==> src/rtl/lsu.sv <==
// Load/store unit: drives a req/gnt/rvalid data bus, stalls the core, steers store lanes and extends loads.
// Optional LSU_MISALIGN_TRAP_EN: misaligned HALF/WORD accesses skip the bus and raise misalign in DONE.
module lsu (
  input  logic        clk,
  input  logic        rst,
  input  logic [2:0]  mem_read,
  input  logic [1:0]  mem_write,
  input  logic [31:0] addr,
  input  logic [31:0] wdata,
  output logic        stall,
  output logic [31:0] rdata,
`ifdef LSU_MISALIGN_TRAP_EN
  output logic        misalign,
`endif
  output logic        dbus_req,
  output logic        dbus_we,
  output logic [31:0] dbus_addr,
  output logic [3:0]  dbus_be,
  output logic [31:0] dbus_wdata,
  input  logic        dbus_gnt,
  input  logic        dbus_rvalid,
  input  logic [31:0] dbus_rdata
);

  localparam logic [2:0] RD_NONE   = 3'd0;
  localparam logic [2:0] RD_BYTE   = 3'd1;
  localparam logic [2:0] RD_HALF   = 3'd2;
  localparam logic [2:0] RD_WORD   = 3'd3;
  localparam logic [2:0] RD_BYTE_U = 3'd4;
  localparam logic [2:0] RD_HALF_U = 3'd5;

  localparam logic [1:0] WR_NONE = 2'd0;
  localparam logic [1:0] WR_BYTE = 2'd1;
  localparam logic [1:0] WR_HALF = 2'd2;
  localparam logic [1:0] WR_WORD = 2'd3;

  localparam logic [1:0] SZ_BYTE = 2'd0;
  localparam logic [1:0] SZ_HALF = 2'd1;
  localparam logic [1:0] SZ_WORD = 2'd2;

  typedef enum logic [1:0] {S_IDLE, S_REQ, S_WAIT, S_DONE} state_t;

  state_t      state_r;
  logic [2:0]  op_r;
  logic [1:0]  lo_r;
  logic        op_present_s;
  logic        is_store_s;
  logic [1:0]  size_s;
  logic        misalign_s;

  function automatic logic [3:0] store_be(input logic [1:0] size, input logic [1:0] lo);
    case (size)
      SZ_BYTE: store_be = 4'b0001 << lo;
      SZ_HALF: store_be = lo[1] ? 4'b1100 : 4'b0011;
      default: store_be = 4'b1111;
    endcase
  endfunction

  function automatic logic [31:0] store_data(input logic [1:0] size, input logic [31:0] d);
    case (size)
      SZ_BYTE: store_data = {4{d[7:0]}};
      SZ_HALF: store_data = {2{d[15:0]}};
      default: store_data = d;
    endcase
  endfunction

  function automatic logic [31:0] load_ext(input logic [2:0] op, input logic [1:0] lo,
                                           input logic [31:0] word);
    logic [7:0]  b;
    logic [15:0] h;
    b = word[{lo, 3'b000} +: 8];
    h = word[{lo[1], 4'b0000} +: 16];
    case (op)
      RD_BYTE:   load_ext = {{24{b[7]}}, b};
      RD_HALF:   load_ext = {{16{h[15]}}, h};
      RD_BYTE_U: load_ext = {24'h000000, b};
      RD_HALF_U: load_ext = {16'h0000, h};
      RD_WORD:   load_ext = word;
      default:   load_ext = word;
    endcase
  endfunction

  assign is_store_s   = (mem_write != WR_NONE);
  assign op_present_s = is_store_s || (mem_read != RD_NONE);

  // Access size of the incoming op; a store takes precedence over a load.
  always_comb begin
    size_s = SZ_WORD;
    if (is_store_s) begin
      case (mem_write)
        WR_BYTE: size_s = SZ_BYTE;
        WR_HALF: size_s = SZ_HALF;
        WR_WORD: size_s = SZ_WORD;
        default: size_s = SZ_WORD;
      endcase
    end else begin
      case (mem_read)
        RD_BYTE, RD_BYTE_U: size_s = SZ_BYTE;
        RD_HALF, RD_HALF_U: size_s = SZ_HALF;
        default:            size_s = SZ_WORD;
      endcase
    end
  end

`ifdef LSU_MISALIGN_TRAP_EN
  assign misalign_s = ((size_s == SZ_HALF) && addr[0]) ||
                      ((size_s == SZ_WORD) && (addr[1:0] != 2'b00));
`else
  assign misalign_s = 1'b0;
`endif

  assign stall = ((state_r == S_IDLE) && op_present_s) ||
                 (state_r == S_REQ) || (state_r == S_WAIT);

  // Transaction FSM; bus outputs are loaded only on the IDLE->REQ transition.
  always_ff @(posedge clk) begin
    if (rst) begin
      state_r    <= S_IDLE;
      op_r       <= RD_NONE;
      lo_r       <= 2'b00;
      dbus_req   <= 1'b0;
      dbus_we    <= 1'b0;
      dbus_addr  <= 32'h0000_0000;
      dbus_be    <= 4'b0000;
      dbus_wdata <= 32'h0000_0000;
      rdata      <= 32'h0000_0000;
    end else begin
      case (state_r)
        S_IDLE: begin
          if (op_present_s && misalign_s) begin
            rdata   <= 32'h0000_0000;
            state_r <= S_DONE;
          end else if (op_present_s) begin
            op_r       <= mem_read;
            lo_r       <= addr[1:0];
            dbus_req   <= 1'b1;
            dbus_we    <= is_store_s;
            dbus_addr  <= {addr[31:2], 2'b00};
            dbus_be    <= is_store_s ? store_be(size_s, addr[1:0]) : 4'b1111;
            dbus_wdata <= store_data(size_s, wdata);
            state_r    <= S_REQ;
          end else begin
            state_r <= S_IDLE;
          end
        end
        S_REQ: begin
          if (dbus_gnt) begin
            dbus_req <= 1'b0;
            state_r  <= S_WAIT;
          end else begin
            state_r <= S_REQ;
          end
        end
        S_WAIT: begin
          if (dbus_rvalid) begin
            if (!dbus_we) begin
              rdata <= load_ext(op_r, lo_r, dbus_rdata);
            end else begin
              rdata <= rdata;
            end
            state_r <= S_DONE;
          end else begin
            state_r <= S_WAIT;
          end
        end
        S_DONE:  state_r <= S_IDLE;
        default: state_r <= S_IDLE;
      endcase
    end
  end

`ifdef LSU_MISALIGN_TRAP_EN
  // Flag is set only on the IDLE->DONE trap path, so it is high for that single DONE cycle.
  always_ff @(posedge clk) begin
    if (rst) begin
      misalign <= 1'b0;
    end else begin
      misalign <= (state_r == S_IDLE) && op_present_s && misalign_s;
    end
  end
`endif

endmodule

==> config.mk <==
export PLATFORM = sky130hd
export DESIGN_NAME = lsu
export DESIGN_NICKNAME = d
export VERILOG_FILES = /design/src/rtl/lsu.sv
export SDC_FILE = /design/constraint.sdc
export NUM_CORES = 1
export LEC_CHECK = 0
export ABC_CLOCK_PERIOD_IN_PS = 5210
export CAP_MARGIN = 10
export CORE_UTILIZATION = 40
export CTS_CLUSTER_DIAMETER = 80
export DETAILED_ROUTE_END_ITERATION = 6
export DONT_BUFFER_PORTS = 1
export PLACE_DENSITY = 0.65
export SLEW_MARGIN = 20
export SYNTH_ARGS = -nofsm -noshare
export SYNTH_HDL_FRONTEND = slang
export SYNTH_SLANG_ARGS = --single-unit
==> constraint.sdc <==
create_clock -name clk -period 5.21 [get_ports clk]
set_input_delay 1.3025 -clock clk [delete_from_list [all_inputs] [get_ports clk]]
set_output_delay 1.3025 -clock clk [all_outputs]
set_load 0.02 [all_outputs]
==> impl_metrics.sql, run 1 <==
INSERT INTO impl_metrics (metric_group, metric, value, unit) VALUES
('placement', 'dpl_cell_area', '5210', 'um^2'),
('logic_synthesis', 'synth_sequential_area_ratio', '40.9', '%'),
('drt', 'ant_nets', '0', ''),
('timing', 'setup_total_neg_slack', '0', 'ps'),
('placement', 'gp_routability_congestion', '0.920', ''),
('clocking', 'cts_tree', 'yes', ''),
('logic_synthesis', 'synth_top_area_share', '40.9', '%'),
('timing', 'maxSlewViolCount', '0', ''),
('drt', 'finalWirelength', '13.6', 'mm'),
('setup_path', 'worst-path-buf-inv', '1', ''),
('drt', 'drc_errors', '0', ''),
('die', 'chipWidth', '116', 'um'),
('clocking', 'total_setup_buffers_inserted_after_cts', '0', ''),
('timing', 'timing_hold_violations_final', '0', ''),
('setup_path', 'cp_max_fo', '9', ''),
('logic_synthesis', 'asyncSetResetFlopFracSynth', '0', '%'),
('die', 'placementRows', '41', ''),
('setup_path', 'timing.critical_path.arrival', '2560', 'ps'),
('logic_synthesis', 'ys_dominant_reg_cell', 'sky130_fd_sc_hd__dfxtp_1', ''),
('timing', 'max_freq', '259', 'MHz'),
('clocking', 'clock_sink_count', '107', ''),
('placement', 'place.port_buffers', '0', ''),
('timing', 'worst_pin_slew', '1010', 'ps'),
('logic_synthesis', 'ys_seq_elements', '107', ''),
('clocking', 'cts-buffers-inserted', '9', ''),
('layout', 'stdcell_area', '5520', 'um^2'),
('setup_path', 'crit_path_start_kind', 'primary input', ''),
('pwr', 'standby_leakage_power', '1.97', 'nW'),
('clocking', 'cts_hold_buffers', '0', ''),
('run_status', 'run_status', 'complete, no violations', ''),
('die', 'initial_core_utilization', '41.3', '%'),
('setup_path', 'worst_path_max_delay_cell', 'sky130_fd_sc_hd__or4b_4', ''),
('layout', 'flow.area_growth_from_synthesis', '5.45', '%'),
('worst_hold_path', 'hold_path.class', 'flip-flop to flip-flop', ''),
('pwr', 'power_density', '379', 'nW/um^2'),
('job', 'maxCapViolCount', '0', ''),
('logic_synthesis', 'yosysWarningCount', '0', ''),
('logic_synthesis', 'synth_area_leader_cell', 'sky130_fd_sc_hd__dfxtp_1', ''),
('layout', 'final_layout_size_suffix_gt1_share', '7.28', '%'),
('grt', 'grt_max_degree', '109', ''),
('logic_synthesis', 'ranking_of_synthesized_cells_by_area', 'sky130_fd_sc_hd__dfxtp_1 (41%), sky130_fd_sc_hd__nand2_1 (8.2%), sky130_fd_sc_hd__a211oi_1 (7.6%)', ''),
('clocking', 'cts_max_path_buffers', '2', ''),
('clocking', 'clk-insertion-delay-late', '350', 'ps'),
('logic_synthesis', 'synth_area', '5230', 'um^2'),
('die', 'die_y', '116', 'um'),
('placement', 'detailed_place_hpwl', '9.76', 'mm'),
('placement', 'place_worst_setup_slack', '1340', 'ps'),
('clocking', 'cts-root-buf', 'sky130_fd_sc_hd__clkbuf_16', ''),
('logic_synthesis', 'synthCells', '629', ''),
('clocking', 'ctsResizeCount', '0', ''),
('die', 'num_io_pins', '208', ''),
('layout', 'layout_common_cells', 'sky130_fd_sc_hd__nand2_1 (113), sky130_fd_sc_hd__dfxtp_1 (107), sky130_fd_sc_hd__nor2_1 (63), sky130_fd_sc_hd__a21oi_1 (59), sky130_fd_sc_hd__a211oi_1 (53)', ''),
('timing', 'finClkSkew', '8.27', 'ps'),
('drt', 'avgViaCountPerCell', '5.81', ''),
('setup_path', 'end_kind', 'primary output', ''),
('grt', 'grt_antenna_before_repair', '0', ''),
('layout', 'antennaDiodeCount', '0', ''),
('setup_path', 'worstSetupPathType', 'primary input to primary output', ''),
('die', 'design.core.area', '12700', 'um^2'),
('drt', 'routed-via-count', '4432', ''),
('grt', 'grt_pass1_wl', '20.3', 'mm'),
('timing', 'rsz0062_at_grt', 'no', ''),
('timing', 'max-slew-margin-rel', '32.8', '%'),
('setup_path', 'cpPeakStageDelay', '530', 'ps'),
('drt', 'drtPass1Iterations', '5', ''),
('timing', 'finalSetupViolations', '0', ''),
('layout', 'final_common_cell', 'sky130_fd_sc_hd__nand2_1', ''),
('timing', 'worst_slack', '1340', 'ps'),
('grt', 'grt_pass1_vias', '3974', ''),
('logic_synthesis', 'synth_area_per_cell', '8.32', 'um^2'),
('setup_path', 'path_cells', 'inv_1 -> ha_1 -> or4b_4 -> nor3_1 -> a21oi_1', '');
## per-stage QoR
step                utilization [%]  instances  total power [mW]
finish                         43.5        763              2.09
global route                   43.5        763              2.20
CTS                            43.5        763              2.11
detailed placement             41.1        747              1.40
global placement               41.1        747              1.39
floorplan                         -        630              1.36
## report_power, final
group	total, mW	switching, mW	internal (mW)
Combinational	0.332	0.200	0.132
Sequential	1.05	0.158	0.893
Clock	0.708	0.326	0.381
Total	2.09	0.685	1.41
## final timing paths
kind                                    start            end  slack (ps)  cells past startpoint
worst max-delay path             mem_write[0]          stall        1340                      5
worst max register to register        op_r[2]       rdata[5]        2430                      4
worst min register to register  dbus_addr[28]  dbus_addr[28]         550                      2
worst min-delay path            dbus_addr[28]  dbus_addr[28]         550                      2
## synth_stat cells, types with 6 or more instances
master and instances:
sky130_fd_sc_hd__nor2_1 63, sky130_fd_sc_hd__nand2_1 114, sky130_fd_sc_hd__buf_2 22, sky130_fd_sc_hd__a211oi_2 10, sky130_fd_sc_hd__dfxtp_1 107, sky130_fd_sc_hd__nand4b_1 8
sky130_fd_sc_hd__a211oi_1 53, sky130_fd_sc_hd__clkbuf_1 24, sky130_fd_sc_hd__a311oi_1 7, sky130_fd_sc_hd__a21oi_1 59, sky130_fd_sc_hd__a22oi_1 7, sky130_fd_sc_hd__and2_1 9
sky130_fd_sc_hd__o41ai_1 8, sky130_fd_sc_hd__o211ai_1 8, sky130_fd_sc_hd__inv_1 7, sky130_fd_sc_hd__o21bai_1 7, sky130_fd_sc_hd__buf_1 6, sky130_fd_sc_hd__nand3b_1 17
sky130_fd_sc_hd__mux2i_1 31, sky130_fd_sc_hd__o21ai_0 14
## flip-flops by register name, summed over array words and instances, names as in the netlist, named ones only
| signal | cells |
|---|---|
| op_r | 3 |
| dbus_be | 4 |
| dbus_req | 1 |
| rdata | 32 |
| dbus_wdata | 32 |
| dbus_addr | 30 |
| state_r | 1 |
| lo_r | 2 |
| dbus_we | 1 |
## worst reg2reg max path, cell delays in order, from the launching register on
cell and delay [ps]:
sky130_fd_sc_hd__dfxtp_1 990, sky130_fd_sc_hd__xnor2_1 290, sky130_fd_sc_hd__nor3b_2 790, sky130_fd_sc_hd__a211oi_1 200, sky130_fd_sc_hd__o41ai_1 400
## kinds of logic after synthesis
group / count (synthesis) / synth area share [%]
buffers and inverters: 66 / 6.05
XOR/XNOR: 2 / 0.335
adder cells (fa/ha/maj): 2 / 0.478
AO/OA/AOI/OAI: 180 / 24.0
multiplexers: 35 / 7.01
AND/OR/NAND/NOR: 236 / 21.1
other: 1 / 0.0717
flip-flops: 107 / 40.9
## area by class of cell
cell class	instances	area (um^2)	share of cell area, %
multi-input combinational	457	2800	50.7
sequential	107	2140	38.8
clock buffer	9	225	4.08
tap	172	215	3.90
clock inverter	7	83.8	1.52
timing repair buffer	4	30.0	0.544
inverter	7	26.3	0.476
## metal layers
| metal | wire length [um] | up-vias | global-route usage (%) |
|---|---|---|---|
| li1 | - | 2147 | - |
| met1 | 5510 | 2089 | 23.0 |
| met2 | 6450 | 177 | 30.8 |
| met3 | 1390 | 19 | 7.47 |
| met4 | 277 | 0 | 8.72 |
| met5 | 0 | - | 0 |
(Power assumes the default switching activity.)
==> run 2, diff against run 1 <==
--- a/config.mk
+++ b/config.mk
@@ -5,7 +5,7 @@
 export SDC_FILE = /design/constraint.sdc
 export NUM_CORES = 1
 export LEC_CHECK = 0
-export ABC_CLOCK_PERIOD_IN_PS = 5210
+export ABC_CLOCK_PERIOD_IN_PS = 3700
 export CAP_MARGIN = 10
 export CORE_UTILIZATION = 40
 export CTS_CLUSTER_DIAMETER = 80
==> constraint.sdc (replaced) <==
create_clock -name clk -period 3.7 [get_ports clk]
set_input_delay 0.925 -clock clk [delete_from_list [all_inputs] [get_ports clk]]
set_output_delay 0.925 -clock clk [all_outputs]
set_load 0.02 [all_outputs]
==> run 2 against run 1 <==
Sequential share of layout area fell by 0.22 points. Worst hold slack got worse by 0.91 ps. Wire length rose by 3.2%. Largest power group unchanged. Via count rose by 1.1%. Largest cell class unchanged. Highest routed layer unchanged.
==> impl_metrics.sql, run 2 (synthesis results as in run 1) <==
INSERT INTO impl_metrics (metric_group, metric, value, unit) VALUES
('layout', 'antennaDiodeCount', '0', ''),
('clocking', 'deepest_level_of_the_cts_h_tree', '3', ''),
('layout', 'flow.area_growth_from_synthesis', '6.05', '%'),
('timing', 'timing_hold_violations_final', '0', ''),
('layout', 'top_regs', 'dbus_wdata: 32 flops, rdata: 32 flops, dbus_addr: 30 flops', ''),
('timing', 'setup_total_neg_slack', '0', 'ps'),
('timing', 'max_freq', '318', 'MHz'),
('clocking', 'cts_tree', 'yes', ''),
('timing', 'max-slew-margin-rel', '40.9', '%'),
('setup_path', 'timing.critical_path.arrival', '2220', 'ps'),
('layout', 'final_common_cell', 'sky130_fd_sc_hd__nand2_1', ''),
('setup_path', 'worst_path_max_delay_cell', 'sky130_fd_sc_hd__or4b_4', ''),
('grt', 'global_route.usage.met3', '6.75', '%'),
('die', 'die_y', '116', 'um'),
('drt', 'post_drt_wl_per_cell', '18.4', 'um'),
('grt', 'grt_max_degree', '109', ''),
('grt', 'grt_antenna_before_repair', '0', ''),
('grt', 'grt_pass1_vias', '4016', ''),
('grt', 'grt_util_met2', '31.7', '%'),
('drt', 'drc_errors', '0', ''),
('die', 'total_die_area', '13500', 'um^2'),
('timing', 'rsz0062_at_grt', 'no', ''),
('drt', 'avgViaCountPerCell', '5.85', ''),
('pwr', 'standby_leakage_power', '1.99', 'nW'),
('placement', 'gp_routability_congestion', '0.923', ''),
('placement', 'place.port_buffers', '0', ''),
('setup_path', 'cpPeakStageDelay', '540', 'ps'),
('layout', 'multiInputGateArea', '2800', 'um^2'),
('setup_path', 'worstSetupPathType', 'primary input to primary output', ''),
('grt', 'global_route.usage.total', '19.9', '%'),
('layout', 'stdcell_area', '5550', 'um^2'),
('clocking', 'cts_hold_buffers', '0', ''),
('drt', 'finalWirelength', '14.1', 'mm'),
('setup_path', 'path_cells', 'inv_1 -> ha_1 -> or4b_4 -> nor3_1 -> a21oi_1', ''),
('grt', 'grt.busiest_layer', 'met2', ''),
('setup_path', 'crit_path_start_kind', 'primary input', ''),
('timing', 'maxSlewViolCount', '0', ''),
('clocking', 'ctsResizeCount', '0', ''),
('timing', 'timing.final.crit_period', '3150', 'ps'),
('die', 'placementRows', '41', ''),
('layout', 'nNetsFinal', '695', ''),
('layout', 'count_of_fill_cells_added_during_filler_insertion', '1256', ''),
('clocking', 'clock_sink_count', '107', ''),
('timing', 'finalSetupViolations', '0', ''),
('setup_path', 'cp_max_fo', '9', ''),
('clocking', 'cts.reportedPaths.clkPinSlew', '70', 'ps'),
('die', 'initial_core_utilization', '41.3', '%'),
('setup_path', 'data_required_critical_path', '2770', 'ps'),
('grt', 'global_route.usage.met1', '23.6', '%'),
('worst_hold_path', 'hold_path.class', 'flip-flop to flip-flop', ''),
('layout', 'layout_common_cells', 'sky130_fd_sc_hd__nand2_1 (113), sky130_fd_sc_hd__dfxtp_1 (107), sky130_fd_sc_hd__nor2_1 (63), sky130_fd_sc_hd__a21oi_1 (59), sky130_fd_sc_hd__a211oi_1 (53)', ''),
('timing', 'worst_pin_slew', '885', 'ps'),
('timing', 'layout_worst_path_cycle_share', '85.0', '%'),
('pwr', 'ir_drop', '0.000308', 'V'),
('pwr', 'power_density', '539', 'nW/um^2'),
('drt', 'drtPass1Iterations', '5', ''),
('placement', 'detailed_place_hpwl', '10.2', 'mm'),
('drt', 'first_iter_violations', '250', ''),
('layout', 'final_layout_size_suffix_gt1_share', '7.59', '%'),
('timing', 'finClkSkew', '10.2', 'ps'),
('grt', 'grt_remaining_overflow', '0', ''),
('clocking', 'total_setup_buffers_inserted_after_cts', '0', ''),
('placement', 'dpl_cell_area', '5220', 'um^2'),
('drt', 'routed-via-count', '4479', ''),
('die', 'chipWidth', '116', 'um'),
('job', 'maxCapViolCount', '0', ''),
('drt', 'ant_nets', '0', ''),
('die', 'design.core.area', '12700', 'um^2'),
('clocking', 'cts_max_path_buffers', '2', ''),
('setup_path', 'end_kind', 'primary output', ''),
('die', 'num_io_pins', '208', ''),
('clocking', 'clk-insertion-delay-late', '340', 'ps'),
('layout', 'seqCellArea', '2140', 'um^2'),
('run_status', 'run_status', 'complete, no violations', ''),
('clocking', 'cts-buffers-inserted', '9', ''),
('grt', 'grt_pass1_wl', '20.5', 'mm'),
('clocking', 'cts-root-buf', 'sky130_fd_sc_hd__clkbuf_16', '');
run 2: changes by cell type in the layout (fill, tap and decap cells not counted):
cell                         delta
sky130_fd_sc_hd__buf_4          +2
sky130_fd_sc_hd__bufinv_16      +1
sky130_fd_sc_hd__clkinv_2       +1
sky130_fd_sc_hd__clkinv_4       +1
sky130_fd_sc_hd__clkinvlp_4     -1
sky130_fd_sc_hd__inv_6          -1
sky130_fd_sc_hd__inv_8          -1
run 2: stage by stage:
step	hold WS, ps	worst slack [ps]	total power, mW	std cells	util [%]
global route	571	500	3.15	765	43.8
floorplan	533	782	1.91	630	-
CTS	552	568	3.03	765	43.8
global placement	536	623	1.96	749	41.2
detailed placement	542	567	1.98	749	41.2
finish	550	554	2.99	765	43.8
run 2: critical path: cells and delay by family:
| kind | cells | cell delay, ps |
|---|---|---|
| buffers and inverters | 1 | 60 |
| AOI/OAI and AO/OA | 1 | 150 |
| adders and majority gates | 1 | 380 |
| and+or+nand+nor | 2 | 700 |
run 2: cell type report:
type	count	share of cell area, %
clock buffers	9	4.06
repair buffers	6	0.812
inverters	7	0.474
flip-flops and latches	107	38.6
clock inverters	7	1.80
well taps	172	3.88
multi-input cells	457	50.4
run 2: routing by layer:
layer / up-vias / wire length [um]
met5: - / 0
met1: 2077 / 5670
met4: 0 / 451
met3: 31 / 1390
met2: 209 / 6560
li1: 2162 / -
run 2: path summary, 6_finish.rpt:
| path | from | end | slack (ps) | cells after the start |
|---|---|---|---|---|
| worst max-delay path | mem_write[0] | stall | 550 | 5 |
| worst min-delay path | dbus_addr[27] | dbus_addr[27] | 550 | 2 |
| worst max register to register | op_r[0] | rdata[5] | 1100 | 4 |
| worst min register to register | dbus_addr[27] | dbus_addr[27] | 550 | 2 |
run 2: power breakdown:
| part | switching, mW | internal (mW) | total [mW] |
|---|---|---|---|
| logic | 0.289 | 0.189 | 0.478 |
| registers | 0.220 | 1.26 | 1.48 |
| clock network | 0.439 | 0.598 | 1.04 |
==> run 3, diff against run 2 <==
--- a/config.mk
+++ b/config.mk
@@ -11,6 +11,7 @@
 export CTS_CLUSTER_DIAMETER = 80
 export DETAILED_ROUTE_END_ITERATION = 6
 export DONT_BUFFER_PORTS = 1
+export GPL_ROUTABILITY_DRIVEN = 0
 export PLACE_DENSITY = 0.65
 export SLEW_MARGIN = 20
 export SYNTH_ARGS = -nofsm -noshare
==> run 3 against run 2 <==
Register-to-register slack is essentially flat. Worst setup slack gained 31 ps. Critical endpoint unchanged. Sequential share of layout area is 0.15 points higher. Final cell count unchanged. Clock power is 5% lower. Die area unchanged. Non-clock buffer count did not move.
==> impl_metrics.sql, run 3 (synthesis results as in run 1) <==
INSERT INTO impl_metrics (metric_group, metric, value, unit) VALUES
('run_status', 'run_status', 'complete, no violations', ''),
('timing', 'timing_hold_violations_final', '0', ''),
('placement', 'detailed_place_hpwl', '10.1', 'mm'),
('setup_path', 'top_family_by_delay_on_critical_path', 'simple AND/OR/NAND/NOR gates', ''),
('job', 'maxCapViolCount', '0', ''),
('die', 'placementRows', '41', ''),
('die', 'num_io_pins', '208', ''),
('setup_path', 'reg2regPathDepth', '4', ''),
('placement', 'place.port_buffers', '0', ''),
('drt', 'avgViaCountPerCell', '5.85', ''),
('clocking', 'cts.reportedPaths.clkPinSlew', '70', 'ps'),
('clocking', 'ctsResizeCount', '0', ''),
('drt', 'finalWirelength', '14.0', 'mm'),
('worst_hold_path', 'worstHoldStart', 'dbus_addr[25]', ''),
('timing', 'timing.hold.ws', '551', 'ps'),
('setup_path', 'worst-path-buf-inv', '1', ''),
('drt', 'first_iter_violations', '332', ''),
('clocking', 'cts_tree', 'yes', ''),
('worst_hold_path', 'hold_path.class', 'flip-flop to flip-flop', ''),
('clocking', 'cts_hold_buffers', '0', ''),
('timing', 'timing.final.crit_period', '3120', 'ps'),
('timing', 'maxSlewViolCount', '0', ''),
('layout', 'flow.area_growth_from_synthesis', '5.64', '%'),
('grt', 'grt_remaining_overflow', '0', ''),
('setup_path', 'path_cells', 'inv_1 -> ha_1 -> or4b_4 -> nor3_1 -> a21oi_1', ''),
('timing', 'finClkSkew', '8.86', 'ps'),
('pwr', 'report.power.total', '2.95', 'mW'),
('timing', 'finalSetupViolations', '0', ''),
('layout', 'layout_common_cells', 'sky130_fd_sc_hd__nand2_1 (113), sky130_fd_sc_hd__dfxtp_1 (107), sky130_fd_sc_hd__nor2_1 (63), sky130_fd_sc_hd__a21oi_1 (59), sky130_fd_sc_hd__a211oi_1 (53)', ''),
('grt', 'grt_antenna_before_repair', '0', ''),
('pwr', 'ir_drop', '0.000202', 'V'),
('timing', 'layout_worst_path_cycle_share', '84.2', '%'),
('clocking', 'total_setup_buffers_inserted_after_cts', '0', ''),
('layout', 'count_of_fill_cells_added_during_filler_insertion', '1280', ''),
('drt', 'drtPass1Iterations', '5', ''),
('grt', 'grt_pass1_vias', '3986', ''),
('grt', 'grt_max_degree', '109', ''),
('timing', 'rsz0062_at_grt', 'no', ''),
('setup_path', 'cpPeakStageDelay', '530', 'ps'),
('setup_path', 'reg2reg_setup_slack', '1100', 'ps'),
('die', 'chipWidth', '116', 'um'),
('die', 'design.core.area', '12700', 'um^2'),
('layout', 'final_common_cell', 'sky130_fd_sc_hd__nand2_1', ''),
('layout', 'nNetsFinal', '695', ''),
('timing', 'max-slew-margin-rel', '37.4', '%'),
('clocking', 'clk-insertion-delay-late', '350', 'ps'),
('timing', 'max_freq', '321', 'MHz'),
('clocking', 'deepest_level_of_the_cts_h_tree', '3', ''),
('setup_path', 'data_required_critical_path', '2770', 'ps'),
('timing', 'worst_slack', '585', 'ps'),
('grt', 'global_route.usage.total', '20.0', '%'),
('pwr', 'standby_leakage_power', '1.98', 'nW'),
('layout', 'final_layout_size_suffix_gt1_share', '7.42', '%'),
('setup_path', 'worstSetupPathType', 'primary input to primary output', ''),
('layout', 'top_regs', 'dbus_wdata: 32 flops, rdata: 32 flops, dbus_addr: 30 flops', ''),
('setup_path', 'worst_path_max_delay_cell', 'sky130_fd_sc_hd__or4b_4', ''),
('clocking', 'cts-buffers-inserted', '9', ''),
('die', 'total_die_area', '13500', 'um^2'),
('setup_path', 'end_kind', 'primary output', ''),
('drt', 'post_drt_wl_per_cell', '18.3', 'um'),
('placement', 'place_worst_setup_slack', '597', 'ps'),
('setup_path', 'rr_startpoint', 'op_r[0]', ''),
('layout', 'antennaDiodeCount', '0', ''),
('worst_hold_path', 'worstHoldEndpoint', 'dbus_addr[25]', ''),
('drt', 'drc_errors', '0', ''),
('die', 'initial_core_utilization', '41.3', '%'),
('setup_path', 'cp_max_fo', '9', ''),
('drt', 'routed-via-count', '4472', ''),
('clocking', 'cts-root-buf', 'sky130_fd_sc_hd__clkbuf_16', ''),
('setup_path', 'timing.critical_path.arrival', '2190', 'ps'),
('die', 'die_y', '116', 'um'),
('setup_path', 'crit_path_start_kind', 'primary input', ''),
('drt', 'ant_nets', '0', ''),
('pwr', 'power_density', '533', 'nW/um^2'),
('clocking', 'cts_max_path_buffers', '2', ''),
('timing', 'worst_pin_slew', '938', 'ps'),
('grt', 'grt_pass1_wl', '20.7', 'mm'),
('worst_hold_path', 'min_path_cells', '2', ''),
('setup_path', 'critical_path.reg2reg.endpoint', 'rdata[5]', ''),
('clocking', 'clock_sink_count', '107', ''),
('timing', 'setup_total_neg_slack', '0', 'ps');
[run 3: tightest hold or removal path, cell delays in order, from the launching register on]
cell and delay (ps):
sky130_fd_sc_hd__dfxtp_1 380, sky130_fd_sc_hd__nand2_1 80, sky130_fd_sc_hd__a21oi_1 50
[run 3: per-stage QoR]
stage	instance area, um^2	cells	util [%]
floorplan	5240	630	-
global placement	5220	749	41.2
detailed placement	5220	749	41.2
CTS	5530	765	43.6
global route	5530	765	43.6
finish	5530	765	43.6
[run 3: power by group]
part / total [mW] / internal (mW) / switching (mW)
registers: 1.48 / 1.26 / 0.219
clock network: 0.991 / 0.548 / 0.443
logic: 0.478 / 0.189 / 0.289
total: 2.95 / 1.99 / 0.951
[run 3: how the worst max path moves through the flow]
stage | startpoint | endpoint | slack, ps | cells past startpoint
detailed placement | mem_write[0] | stall | 600 | 5
floorplan | mem_write[0] | stall | 780 | 6
global placement | mem_write[0] | stall | 620 | 5
finish | mem_write[0] | stall | 580 | 5
CTS | mem_write[0] | stall | 600 | 5
global route | mem_write[0] | stall | 490 | 5
[run 3: cell type report]
class / instances / area (um^2) / share of cell area, %
inverters: 7 / 26.3 / 0.475
clock buffers: 11 / 243 / 4.39
flip-flops and latches: 107 / 2140 / 38.8
multi-input cells: 457 / 2800 / 50.6
clock inverters: 5 / 61.3 / 1.11
repair buffers: 6 / 45.0 / 0.815
well taps: 172 / 215 / 3.89
[run 3: layer usage]
layer,global-route usage [%],vias up,part of all wire (%)
met2,31.4,186,47
met1,24.5,2098,41
li1,-,2159,-
met5,0,-,0
met4,10.2,0,2.9
met3,6.59,29,8.9
